`config.mk`:
```
export PLATFORM = sky130hd
export DESIGN_NAME = fir_coeff_loader
export DESIGN_NICKNAME = d
export VERILOG_FILES = /design/src/rtl/fir_coeff_loader.sv
export SDC_FILE = /design/constraint.sdc
export NUM_CORES = 1
export LEC_CHECK = 0
export CAP_MARGIN = 15
export CORE_MARGIN = 2
export CORE_UTILIZATION = 25
export CTS_CLUSTER_SIZE = 24
export DETAILED_ROUTE_END_ITERATION = 16
export GPL_TIMING_DRIVEN = 0
export HOLD_SLACK_MARGIN = 0.15
export SLEW_MARGIN = 0
export SYNTH_ARGS = -nofsm -noshare
export SYNTH_HDL_FRONTEND = slang
export SYNTH_SLANG_ARGS = --single-unit
```
`constraint.sdc`:
```
create_clock -name clk_i -period 2.4 [get_ports clk_i]
set_input_delay 0.24 -clock clk_i [delete_from_list [all_inputs] [get_ports clk_i]]
set_output_delay 0.24 -clock clk_i [all_outputs]
set_load 0.02 [all_outputs]
```
`src/rtl/fir_coeff_loader.sv`:
```
// ---------------------------------------------------------------------------
// fir_coeff_loader
//
// Streaming coefficient writer for the FIR MAC chain. A frame of C_NUM
// signed coefficients arrives on a valid/ready stream and is collected in a
// shadow bank. After the last beat, one COMMIT cycle copies the whole shadow
// bank into the active bank in a single edge. The taps therefore never show
// a half-updated bank.
//
// Ports
//   clk_i        rising-edge clock
//   rst_ni       asynchronous active-low reset
//   s_valid_i    input beat valid
//   s_ready_o    loader can accept a beat (decoded from state only)
//   s_sof_i      beat carries tap 0 of a new frame
//   s_data_i     signed coefficient, C_W bits
//   coeff_out_o  active bank, tap k at [k*C_W +: C_W]
//   busy_o       high while in LOAD or COMMIT
//   load_done_o  one-cycle pulse, new bank visible on coeff_out_o
//   load_err_o   one-cycle pulse, protocol error (orphan beat or abort)
//
// State table
//   state     | meaning
//   ST_IDLE   | waiting for a start-of-frame beat, s_ready=1
//   ST_LOAD   | collecting taps 1..C_NUM-1 into the shadow bank, s_ready=1
//   ST_COMMIT | one-cycle bubble, shadow copied to active, s_ready=0
// ---------------------------------------------------------------------------
module fir_coeff_loader #(
    parameter int C_W   = 12,
    parameter int C_NUM = 32
) (
    input  logic                   clk_i,
    input  logic                   rst_ni,
    input  logic                   s_valid_i,
    output logic                   s_ready_o,
    input  logic                   s_sof_i,
    input  logic [C_W-1:0]         s_data_i,
    output logic [C_NUM*C_W-1:0]   coeff_out_o,
    output logic                   busy_o,
    output logic                   load_done_o,
    output logic                   load_err_o
);

    localparam int IDX_W = $clog2(C_NUM + 1);

    localparam logic [1:0] ST_IDLE   = 2'd0;
    localparam logic [1:0] ST_LOAD   = 2'd1;
    localparam logic [1:0] ST_COMMIT = 2'd2;

    localparam logic [IDX_W-1:0] IDX_ONE  = IDX_W'(1);
    localparam logic [IDX_W-1:0] IDX_LAST = IDX_W'(C_NUM - 1);

    logic [1:0]       state_q, state_d;
    logic [IDX_W-1:0] idx_q, idx_d;
    logic             done_q, done_d;
    logic             err_q, err_d;

    logic [C_W-1:0]   shadow_q [C_NUM];
    logic [C_W-1:0]   active_q [C_NUM];

    logic             accept;
    logic             wr_en;
    logic [IDX_W-1:0] wr_idx;
    logic             commit;

    // Readiness depends on the state register only, never on s_valid_i,
    // so the source sees a stable s_ready for the whole cycle.
    assign s_ready_o = (state_q != ST_COMMIT);
    assign busy_o    = (state_q != ST_IDLE);
    assign accept    = s_valid_i && s_ready_o;

    always_comb begin
        state_d = state_q;
        idx_d   = idx_q;
        done_d  = 1'b0;
        err_d   = 1'b0;
        wr_en   = 1'b0;
        wr_idx  = '0;
        commit  = 1'b0;

        unique case (state_q)
            ST_IDLE: begin
                if (accept) begin
                    if (s_sof_i) begin
                        wr_en   = 1'b1;
                        wr_idx  = '0;
                        idx_d   = IDX_ONE;
                        state_d = (C_NUM == 1) ? ST_COMMIT : ST_LOAD;
                    end else begin
                        // Beat without a frame to belong to: drop it.
                        err_d = 1'b1;
                    end
                end
            end

            ST_LOAD: begin
                if (accept) begin
                    wr_en = 1'b1;
                    if (s_sof_i) begin
                        // Restart: tap 0 of the new frame, older entries
                        // get overwritten as the new frame streams in.
                        wr_idx = '0;
                        idx_d  = IDX_ONE;
                        err_d  = 1'b1;
                    end else begin
                        wr_idx = idx_q;
                        idx_d  = idx_q + IDX_ONE;
                        if (idx_q == IDX_LAST) begin
                            state_d = ST_COMMIT;
                        end
                    end
                end
            end

            ST_COMMIT: begin
                commit  = 1'b1;
                done_d  = 1'b1;
                idx_d   = '0;
                state_d = ST_IDLE;
            end

            default: begin
                state_d = ST_IDLE;
                idx_d   = '0;
            end
        endcase
    end

    always_ff @(posedge clk_i or negedge rst_ni) begin
        if (!rst_ni) begin
            state_q <= ST_IDLE;
            idx_q   <= '0;
            done_q  <= 1'b0;
            err_q   <= 1'b0;
        end else begin
            state_q <= state_d;
            idx_q   <= idx_d;
            done_q  <= done_d;
            err_q   <= err_d;
        end
    end

    always_ff @(posedge clk_i or negedge rst_ni) begin
        if (!rst_ni) begin
            for (int k = 0; k < C_NUM; k++) begin
                shadow_q[k] <= '0;
            end
        end else if (wr_en) begin
            for (int k = 0; k < C_NUM; k++) begin
                if (wr_idx == IDX_W'(k)) begin
                    shadow_q[k] <= s_data_i;
                end
            end
        end
    end

    // The whole bank moves on one edge; this is the only place the active
    // bank is written outside of reset.
    always_ff @(posedge clk_i or negedge rst_ni) begin
        if (!rst_ni) begin
            for (int k = 0; k < C_NUM; k++) begin
                active_q[k] <= '0;
            end
        end else if (commit) begin
            for (int k = 0; k < C_NUM; k++) begin
                active_q[k] <= shadow_q[k];
            end
        end
    end

    for (genvar g = 0; g < C_NUM; g++) begin : g_flat
        assign coeff_out_o[g*C_W +: C_W] = active_q[g];
    end

    assign load_done_o = done_q;
    assign load_err_o  = err_q;

endmodule

```
==> summary.txt, run 1 <==
Clocking
  • CTS Buf Count: 88
  • Skew-Pair Late Insertion Delay: 0.68 ns
  • Clock sink total: 778
  • CTS tree: yes
  • Clock transition at path regs: 0.06 ns
  • CTS max path bufs: 3
  • Root buf cell: clkbuf_16
  • CTS HTree Levels: 3

STA
  • Tcrit/Tclk final: 1.01
  • Final setup skew: 0.0364 ns
  • Slack of the critical path: -0.0273 ns
  • Maximum clock frequency: 0.412 GHz
  • RSZ-0062 raised after global routing: yes
  • Setup Viol. Count Final: 5
  • Worst Tran Pin Value: 1.19 ns
  • Setup_tns: -0.0971 ns
  • Max_slew headroom: 0.205
  • Minimum period implied by the final worst setup slack: 2.43 ns
  • Final hold violations: 0
  • Slew Viols, Final: 0

Place
  • Port bufs: 403
  • Dpl ws: -1.29 ns
  • Placer Congestion: 0.772
  • Final HPWL DP: 66900 µm
  • Placed cells: 4518

Critical path
  • Top Family by Delay on Critical Path: simple AND/OR/NAND/NOR gates
  • CP peak stage delay: 0.48 ns
  • Critical-path cell list: or3b_4 > or3_4 > or3_4 > clkbuf_16 > mux2_1
  • Required time worst endpoint: 2.95 ns
  • Crit path top cell by count: or3_4
  • CP startpoint kind: register
  • Worst reg2reg path depth: 5
  • Crit path depth: 5
  • Crit path buf inv count: 1
  • WP data arrival: 2.98 ns
  • Maximum fanout along the worst path: 7
  • Kind of end point of the critical path: register
  • Critical path class: reg -> reg
  • Crit path max-delay cell type: or3_4

Die
  • Core area: 117000 µm²
  • Initial Util: 0.253
  • Cell row count: 125
  • Die Wd: 347 µm
  • DIE AREA: 121000 µm²
  • Num ports: 404
  • Die Height: 347 µm

Global route
  • Largest net degree at the start of global routing: 128
  • Vias in the first global route: 20867
  • Gr ovfl total: 0
  • First-pass GRT wire length: 142000 µm
  • Antenna violations before repair: 7
  • GRT Total Usage: 0.160

Finish
  • Fin nets: 3121
  • Layout cell share with drive strength beyond 1: 0.207
  • Most common cell after layout, fill and taps aside: nand2_1
  • Most frequent cells in the layout: nand2_1, dfrtp_1, clkdlybuf4s50_1, mux2_2, clkbuf_1
  • Area Overhead vs Synth: 34.2%
  • Finished Layout Cells: 4701
  • Fill cells: 11593

Synth
  • Distinct cells, synth: 41
  • Register area share after synthesis: 0.661
  • Number of synthesized flops with an enable pin: 0
  • Seq cells post-synth: 778
  • Syn_nets: 2590
  • Synth async-reset ratio: 1.00
  • Mean Syn Cell Area: 11.4 µm²
  • Mapped Area: 29400 µm²
  • Mapped Cells: 2573
  • Ys Warns: 0
  • Post-synth top flop: dfrtp_1

Detailed routing
  • DRT Pass-1 Iters: 5
  • Vias per std cell: 4.31
  • DR iter-0 viols: 1393
  • Via count: 20251
  • DR WL/cell: 20.6 µm
  • DRT Wirelength: 96800 µm
  • Antenna Violating Nets Remaining: 0
  • DR DRC count: 0

Power
  • Static leakage: 0.0199 µW
  • PwrDens: 752 nW/µm²
  • VDD IR max: 652 µV

Run status
  • Failing checks: setup timing
  • Status: complete, but fails checks

Flow run
  • Max cap viols: 0

Hold path
  • Worst min path class: in -> async
[registers in the layout, indices dropped and copies added, names as in the netlist]
signal,cells
shadow_q,384
idx_q,6
load_err_o,1
coeff_out_o,384
state_q,2
load_done_o,1
[through the flow]
step | util | hold WS (ns) | area, µm² | total power, µW
after global routing | 0.339 | 0.212 | 39500 | 30900
after floorplan | - | -0.0556 | 29400 | 14800
after CTS | 0.337 | 0.190 | 39200 | 30200
after detailed placement | 0.307 | 0.227 | 35800 | 15600
final | 0.339 | 0.199 | 39500 | 29700
after global placement | 0.304 | 0.443 | 35400 | 15500
[tightest hold or removal path, delay by kind of cell]
| kind | cells | cell delay [ns] |
|---|---|---|
| buffers and inverters | 3 | 1.01 |
[layout make-up]
cell class	instances	area (µm²)	share of cell area
diodes	3	7.51	0.000190
plain buffers	153	701	0.0177
clock buffers	127	2550	0.0645
clock inverters	33	538	0.0136
inverters	3	11.3	0.000285
multi-input cells	1630	9620	0.243
flip-flops and latches	778	19500	0.493
well taps	1524	1910	0.0482
repair buffers	450	4720	0.119
[synth_stat cells, types with 7 or more instances]
master / count / area [µm²]
mux2_4: 20 / 300
nor2_1: 13 / 48.8
clkbuf_1: 115 / 432
dfrtp_1: 778 / 19500
buf_1: 22 / 82.6
mux2_1: 10 / 113
nand3_1: 7 / 35.0
mux2_2: 355 / 4000
nand2_1: 1155 / 4340
buf_2: 22 / 110
nor3_1: 18 / 90.1
or3_1: 7 / 43.8
[path summary, 6_finish.rpt]
path                          startpoint               end  slack (ns)
setup / recovery              state_q[1]      shadow_q[31]       -0.03
hold / removal                    rst_ni  coeff_out_o[234]        0.20
setup reg to reg              state_q[1]      shadow_q[31]       -0.03
hold reg to reg            shadow_q[229]  coeff_out_o[145]        0.45
max in group asynchronous         rst_ni     shadow_q[368]        0.65
min in group clk_i          s_data_i[11]      shadow_q[83]        0.31
[what timing repair did]
item                                    CTS  global route
gates resized for setup                  66            55
hold endpoints to repair                378             0
hold buffers                              2             0
pin swaps                                 6            12
endpoints found under the setup margin  645           323
gates cloned                              0             2
buffers inserted                         16             9
[routing by layer]
metal  vias to the layer above  global-route usage  routed length, µm
met5                         -                   0                 13
met4                         2              0.0516               2480
met3                       123              0.0395               5610
met2                       444               0.253              44500
met1                     10375               0.215              44200
li1                       9307                   -                  -
[logic make-up after synthesis]
kind of cell / count (synthesis) / synth area share
flip-flops: 778 / 0.661
AO/OA/AOI/OAI: 16 / 0.00348
multiplexers: 385 / 0.150
buffers and inverters: 165 / 0.0227
adder cells (fa/ha/maj): 1 / 0.000425
XOR/XNOR: 1 / 0.000297
AND/OR/NAND/NOR: 1227 / 0.162
[power by group]
part | switching (µW) | internal (µW) | total [µW]
registers | 313 | 13700 | 14000
logic | 811 | 598 | 1410
clock network | 5770 | 8540 | 14300
(Power assumes the default switching activity.)
==> run 2, diff against run 1 <==
- ABC_AREA: default -> 1
==> run 2 against run 1 <==
Compared with the run above:
- the run now ends clean
- core utilization down 0.61 points
- area after synthesis up 3.0%
- critical path depth down 1
- clock power about the same
- sequential power up 5%
- non-clock buffer count up 53
- maximum frequency up 6.2%
==> summary.txt, run 2 <==
Critical path
  • Kind of end point of the critical path: primary output
  • Crit path max-delay cell type: clkdlybuf4s50_1
  • Required time worst endpoint: 2.16 ns
  • Maximum fanout along the worst path: 8
  • Crit path depth: 4
  • WP data arrival: 2.05 ns
  • Worst reg2reg path depth: 8
  • Crit path from: state_q[0]
  • CP startpoint kind: register
  • R2r endpoint: shadow_q[64]
  • Crit path buf inv count: 3
  • CP peak stage delay: 0.69 ns
  • Critical path class: reg -> out
  • Worst R2R Setup Slack: 0.17 ns
  • R2r startpoint: state_q[1]
  • Critical-path cell list: buf_2 > nor2_1 > inv_1 > clkdlybuf4s50_1
  • Top Family by Delay on Critical Path: buffers and inverters

Clocking
  • CTS tree: yes
  • Clock sink total: 778
  • Root buf cell: clkbuf_16
  • Skew-Pair Late Insertion Delay: 0.68 ns
  • CTS HTree Levels: 3
  • CTS Buf Count: 90
  • Clock transition at path regs: 0.06 ns
  • CTS max path bufs: 3

Finish
  • Sequential cell area: 19500 µm²
  • Most common cell after layout, fill and taps aside: nand2_1
  • Layout cell share with drive strength beyond 1: 0.0880
  • Fill cells: 12602
  • Fin nets: 3993
  • Area Overhead vs Synth: 31.9%
  • Finished Layout Cells: 5659
  • Footprint of the multi-input gates: 9800 µm²
  • Core Util, Final: 0.333
  • Most frequent cells in the layout: nand2_1, dfrtp_1, clkdlybuf4s50_1, nand3_1, buf_2

STA
  • Tcrit/Tclk final: 0.952
  • Minimum period implied by the final worst setup slack: 2.29 ns
  • Final hold violations: 0
  • Setup Viol. Count Final: 0
  • RSZ-0062 raised after global routing: no
  • Max_slew headroom: 0.132
  • Worst Tran Pin Value: 1.30 ns
  • Worst hold slack: 0.178 ns
  • Slack of the critical path: 0.115 ns
  • Maximum clock frequency: 0.438 GHz
  • Final setup skew: 0.0354 ns
  • Slew Viols, Final: 0

Synth
  • Mapped Cells: 3454
  • Number of synthesized flops with an enable pin: 0
  • Post-Synth Adder-Cell Area: 0.000412
  • Seq cells post-synth: 778
  • Top post-synthesis cells by area: dfrtp_1, nand2_1, nand3_1
  • Synth Area in Simple Gates: 0.318
  • Mux contribution to synthesized area: 0
  • Synth async-reset ratio: 1.00
  • Area share of xor/xnor cells in the synthesized design: 0
  • Post-synth top cells: nand2_1, dfrtp_1, nand3_1
  • Syn_nets: 3471
  • Mean Syn Cell Area: 8.78 µm²
  • Register area share after synthesis: 0.642
  • Yosys top cell area share: 0.642
  • Post-synth top area cell: dfrtp_1
  • Mapped Area: 30300 µm²
  • Distinct cells, synth: 24
  • Post-synth top flop: dfrtp_1
  • Most common cell in the netlist: nand2_1
  • Ys Warns: 0
  • Synth Area in Compound Gates: 0.00433
  • Main combinational cell family by area after synthesis: simple AND/OR/NAND/NOR gates

Global route
  • Antenna violations before repair: 11
  • Gr ovfl total: 0
  • First-pass GRT wire length: 166000 µm
  • Vias in the first global route: 24426
  • GRT Total Usage: 0.182
  • Largest net degree at the start of global routing: 117

Flow run
  • Max cap viols: 0

Power
  • Power after layout: 33900 µW
  • Static leakage: 0.0212 µW
  • VDD IR max: 465 µV
  • PwrDens: 847 nW/µm²

Place
  • Placed cells: 5485
  • Final HPWL DP: 81800 µm
  • Dpl ws: -0.398 ns
  • Placer Congestion: 0.832
  • Port bufs: 402

Detailed routing
  • Antenna Violating Nets Remaining: 0
  • Via count: 24746
  • DR WL/cell: 20.1 µm
  • DR iter-0 viols: 1999
  • DRT Pass-1 Iters: 7
  • Vias per std cell: 4.37
  • DR DRC count: 0
  • DRT Wirelength: 114000 µm

Die
  • Core area: 120000 µm²
  • Num ports: 404
  • Die Wd: 352 µm
  • DIE AREA: 124000 µm²
  • Initial Util: 0.253
  • Die Height: 352 µm
  • Cell row count: 127

Run status
  • Status: finished clean

Hold path
  • Worst min path class: in -> async
run 2: power by group:
group          leakage, µW  switching, µW  internal, µW
Sequential          0.0108            624         14100
Combinational      0.00894           3370          1690
Clock              0.00147           5760          8370
run 2: worst min-delay path, delay by kind of cell:
| kind | cells | cell delay (ns) |
|---|---|---|
| buf+inv | 3 | 0.98 |
run 2: area by class of cell:
type                       count  area share
sequential                   778       0.486
multi-input combinational   2434       0.245
timing repair buffer         431       0.114
clock buffer                 129      0.0655
tap                         1612      0.0504
buffer                       225      0.0264
clock inverter                33      0.0105
inverter                      16     0.00163
antenna                        1   0.0000625
run 2: repair_timing:
action                                  in CTS  in global routing
endpoints found under the setup margin     283                 79
buffers inserted                             2                  5
gates cloned                                 0                  0
resized for setup                           14                 14
hold endpoints to repair                   333                  0
hold buffers                                 3                  0
pin swaps                                    1                  3
run 2: metrics by stage:
| stage | TNS (ns) | cell area, µm² |
|---|---|---|
| 6_report | 0 | 40000 |
| 5_1_grt | 0 | 40000 |
| 4_1_cts | 0 | 39900 |
| 2_1_floorplan | 0 | 30300 |
| 3_5_place_dp | -76.79 | 36800 |
| 3_3_place_gp | - | 36400 |
run 2: worst max path at each step:
stage,end,slack (ns)
after CTS,s_ready_o,0.005
after global routing,busy_o,0.002
after floorplan,shadow_q[181],0.79
final,busy_o,0.11
after global placement,coeff_out_o[378],-35.24
after detailed placement,coeff_out_o[35],-0.40
run 2: kinds of logic after synthesis:
family / after synthesis
and+or+nand+nor: 2408
DFF: 778
buffers and inverters: 242
AOI/OAI and AO/OA: 25
adders and majority gates: 1
run 2: metal layers:
metal	global-route usage	share of wire
met3	0.0491	0.078
met2	0.289	0.45
met1	0.244	0.44
met4	0.0521	0.026
met5	0	0.00034
==> run 3, diff against run 2 <==
- CELL_PAD_IN_SITES_DETAIL_PLACEMENT: default -> 1
- CELL_PAD_IN_SITES_GLOBAL_PLACEMENT: default -> 1
- PLACE_DENSITY_LB_ADDON: default -> 0.1
==> run 3 against run 2 <==
Compared with the run above:
- the run now ends with hold timing left
- clock-buffer cell count grew 16
- maximum frequency shrank 1.1%
- sequential share of layout area shrank 0.28 points
- non-clock buffer count grew 8
- sequential cell count is the same
- critical path depth grew 6
- clock skew shrank 0.014 ns
- clock power is essentially flat
- cell area grew 0.58%
- global-route usage grew 1.3 points
==> summary.txt, run 3 (synthesized netlist as in run 2, its figures left out) <==
Run status
  • Status: complete, but fails checks
  • Failing checks: hold timing

Clocking
  • Clock sink total: 778
  • Root buf cell: clkbuf_16
  • CTS HTree Levels: 3
  • CTS Buf Count: 96
  • Hold Buf Count CTS: 8
  • Skew-Pair Late Insertion Delay: 0.67 ns
  • CTS max path bufs: 3
  • CTS tree: yes
  • Clock transition at path regs: 0.06 ns

Power
  • Comb power frac: 0.147
  • Static leakage: 0.0213 µW
  • Internal power: 24400 µW
  • VDD IR max: 566 µV
  • Seq pwr share: 0.432
  • Clk pwr share: 0.421
  • Net switching power: 9890 µW
  • PwrDens: 851 nW/µm²
  • Sw Share: 0.289

Die
  • Die Height: 352 µm
  • Num ports: 404
  • Die Wd: 352 µm
  • Initial Util: 0.253
  • Core area: 120000 µm²
  • DIE AREA: 124000 µm²
  • Cell row count: 127

Detailed routing
  • DRT Pass-1 Iters: 5
  • DRT Wirelength: 122000 µm
  • DR iter-0 viols: 1496
  • Vias per std cell: 4.34
  • DR WL/cell: 21.4 µm
  • Antenna Violating Nets Remaining: 0
  • DR DRC count: 0
  • Via count: 24604

Finish
  • Layout cell share with drive strength beyond 1: 0.0901
  • Sequential cell area: 19500 µm²
  • Fill cells: 13972
  • Most common cell after layout, fill and taps aside: nand2_1
  • Area Overhead vs Synth: 32.7%
  • Core Util, Final: 0.335
  • Footprint of the multi-input gates: 9800 µm²
  • Fin nets: 4007
  • Most frequent cells in the layout: nand2_1, dfrtp_1, clkdlybuf4s50_1, nand3_1, buf_2

STA
  • Minimum period implied by the final worst setup slack: 2.31 ns
  • Setup Viol. Count Final: 0
  • Final setup skew: 0.0212 ns
  • Final hold violations: 74
  • Setup_tns: 0 ns
  • Max_slew headroom: 0.142
  • Maximum clock frequency: 0.433 GHz
  • Worst Tran Pin Value: 1.29 ns
  • Worst hold slack: -0.0897 ns
  • RSZ-0062 raised after global routing: yes
  • Tcrit/Tclk final: 0.963
  • Slew Viols, Final: 0

Critical path
  • Crit path from: state_q[1]
  • Critical path class: reg -> reg
  • CP startpoint kind: register
  • Required time worst endpoint: 2.94 ns
  • Maximum fanout along the worst path: 10
  • Kind of end point of the critical path: register
  • WP data arrival: 2.85 ns
  • R2r startpoint: state_q[1]

Global route
  • GRT Total Usage: 0.195
  • Largest net degree at the start of global routing: 112
  • Vias in the first global route: 26408
  • Antenna violations before repair: 6
  • First-pass GRT wire length: 181000 µm
  • Gr ovfl total: 0

Place
  • Port bufs: 402
  • Final HPWL DP: 85500 µm
  • Placer Congestion: 0.759

Hold path
  • Worst min path class: in -> async

Flow run
  • Max cap viols: 0
## run 3: path summary, 6_finish.rpt
check / to / slack, ns / cells after the start
setup / recovery: shadow_q[184] / 0.09 / 10
hold / removal: shadow_q[190] / -0.09 / 5
setup reg to reg: shadow_q[184] / 0.09 / 10
hold reg to reg: shadow_q[155] / 0.47 / 2
max in group asynchronous: coeff_out_o[57] / 0.65 / 9
min in group clk_i: shadow_q[23] / 0.32 / 3
## run 3: repair_timing
| item | CTS | global route |
|---|---|---|
| resized for setup | 14 | 17 |
| pin swaps | 1 | 3 |
| setup endpoints to repair | 405 | 198 |
| endpoints found under the hold margin | 242 | 180 |
| setup buffers | 1 | 7 |
## run 3: power groups by stage
| stage | Sequential [µW] | Clock [µW] | Combinational (µW) |
|---|---|---|---|
| after floorplan | 15400 | 0 | 1850 |
| after global placement | 15100 | 0 | 4840 |
| after detailed placement | 15100 | 0 | 5100 |
| after CTS | 14800 | 14900 | 5170 |
| after global routing | 14900 | 15500 | 5560 |
| final | 14800 | 14400 | 5030 |
## run 3: layout make-up
type                    count  area share
clock buffers             145      0.0719
plain buffers             226      0.0265
flip-flops and latches    778       0.484
diodes                      2    0.000124
repair buffers            438       0.118
inverters                  16     0.00155
clock inverters            24     0.00510
multi-input cells        2434       0.243
well taps                1612      0.0501
## run 3: routing by layer
layer / share of wire / vias up / routed length, µm / global-route usage
met3: 0.046 / 152 / 5580 / 0.0403
li1: - / 11770 / - / -
met5: 0.00038 / - / 46 / 0
met2: 0.46 / 430 / 55600 / 0.312
met4: 0.025 / 6 / 3050 / 0.0497
met1: 0.47 / 12246 / 57300 / 0.270
## run 3: metrics by stage
| step | total power, µW | setup slack, ns | area, µm² | std cells |
|---|---|---|---|---|
| 2_1_floorplan | 17300 | 0.785 | 30300 | 3454 |
| 3_3_place_gp | 20000 | -38.42 | 36400 | 5468 |
| 3_5_place_dp | 20200 | -0.698 | 36800 | 5487 |
| 4_1_cts | 35000 | -0.00536 | 40100 | 5665 |
| 5_1_grt | 35900 | -0.00741 | 40300 | 5673 |
| 6_report | 34300 | 0.0886 | 40300 | 5675 |
## run 3: critical path, cell delays in order (launching register included)
cell and delay, ns:
dfrtp_2 0.45, inv_2 0.14, nand2_1 0.12, nor2_4 0.17, nand2_2 0.10, nor2_2 0.24, buf_4 0.31, nand3_2 0.24
buf_2 0.27, nand2_1 0.08, nand2_1 0.06
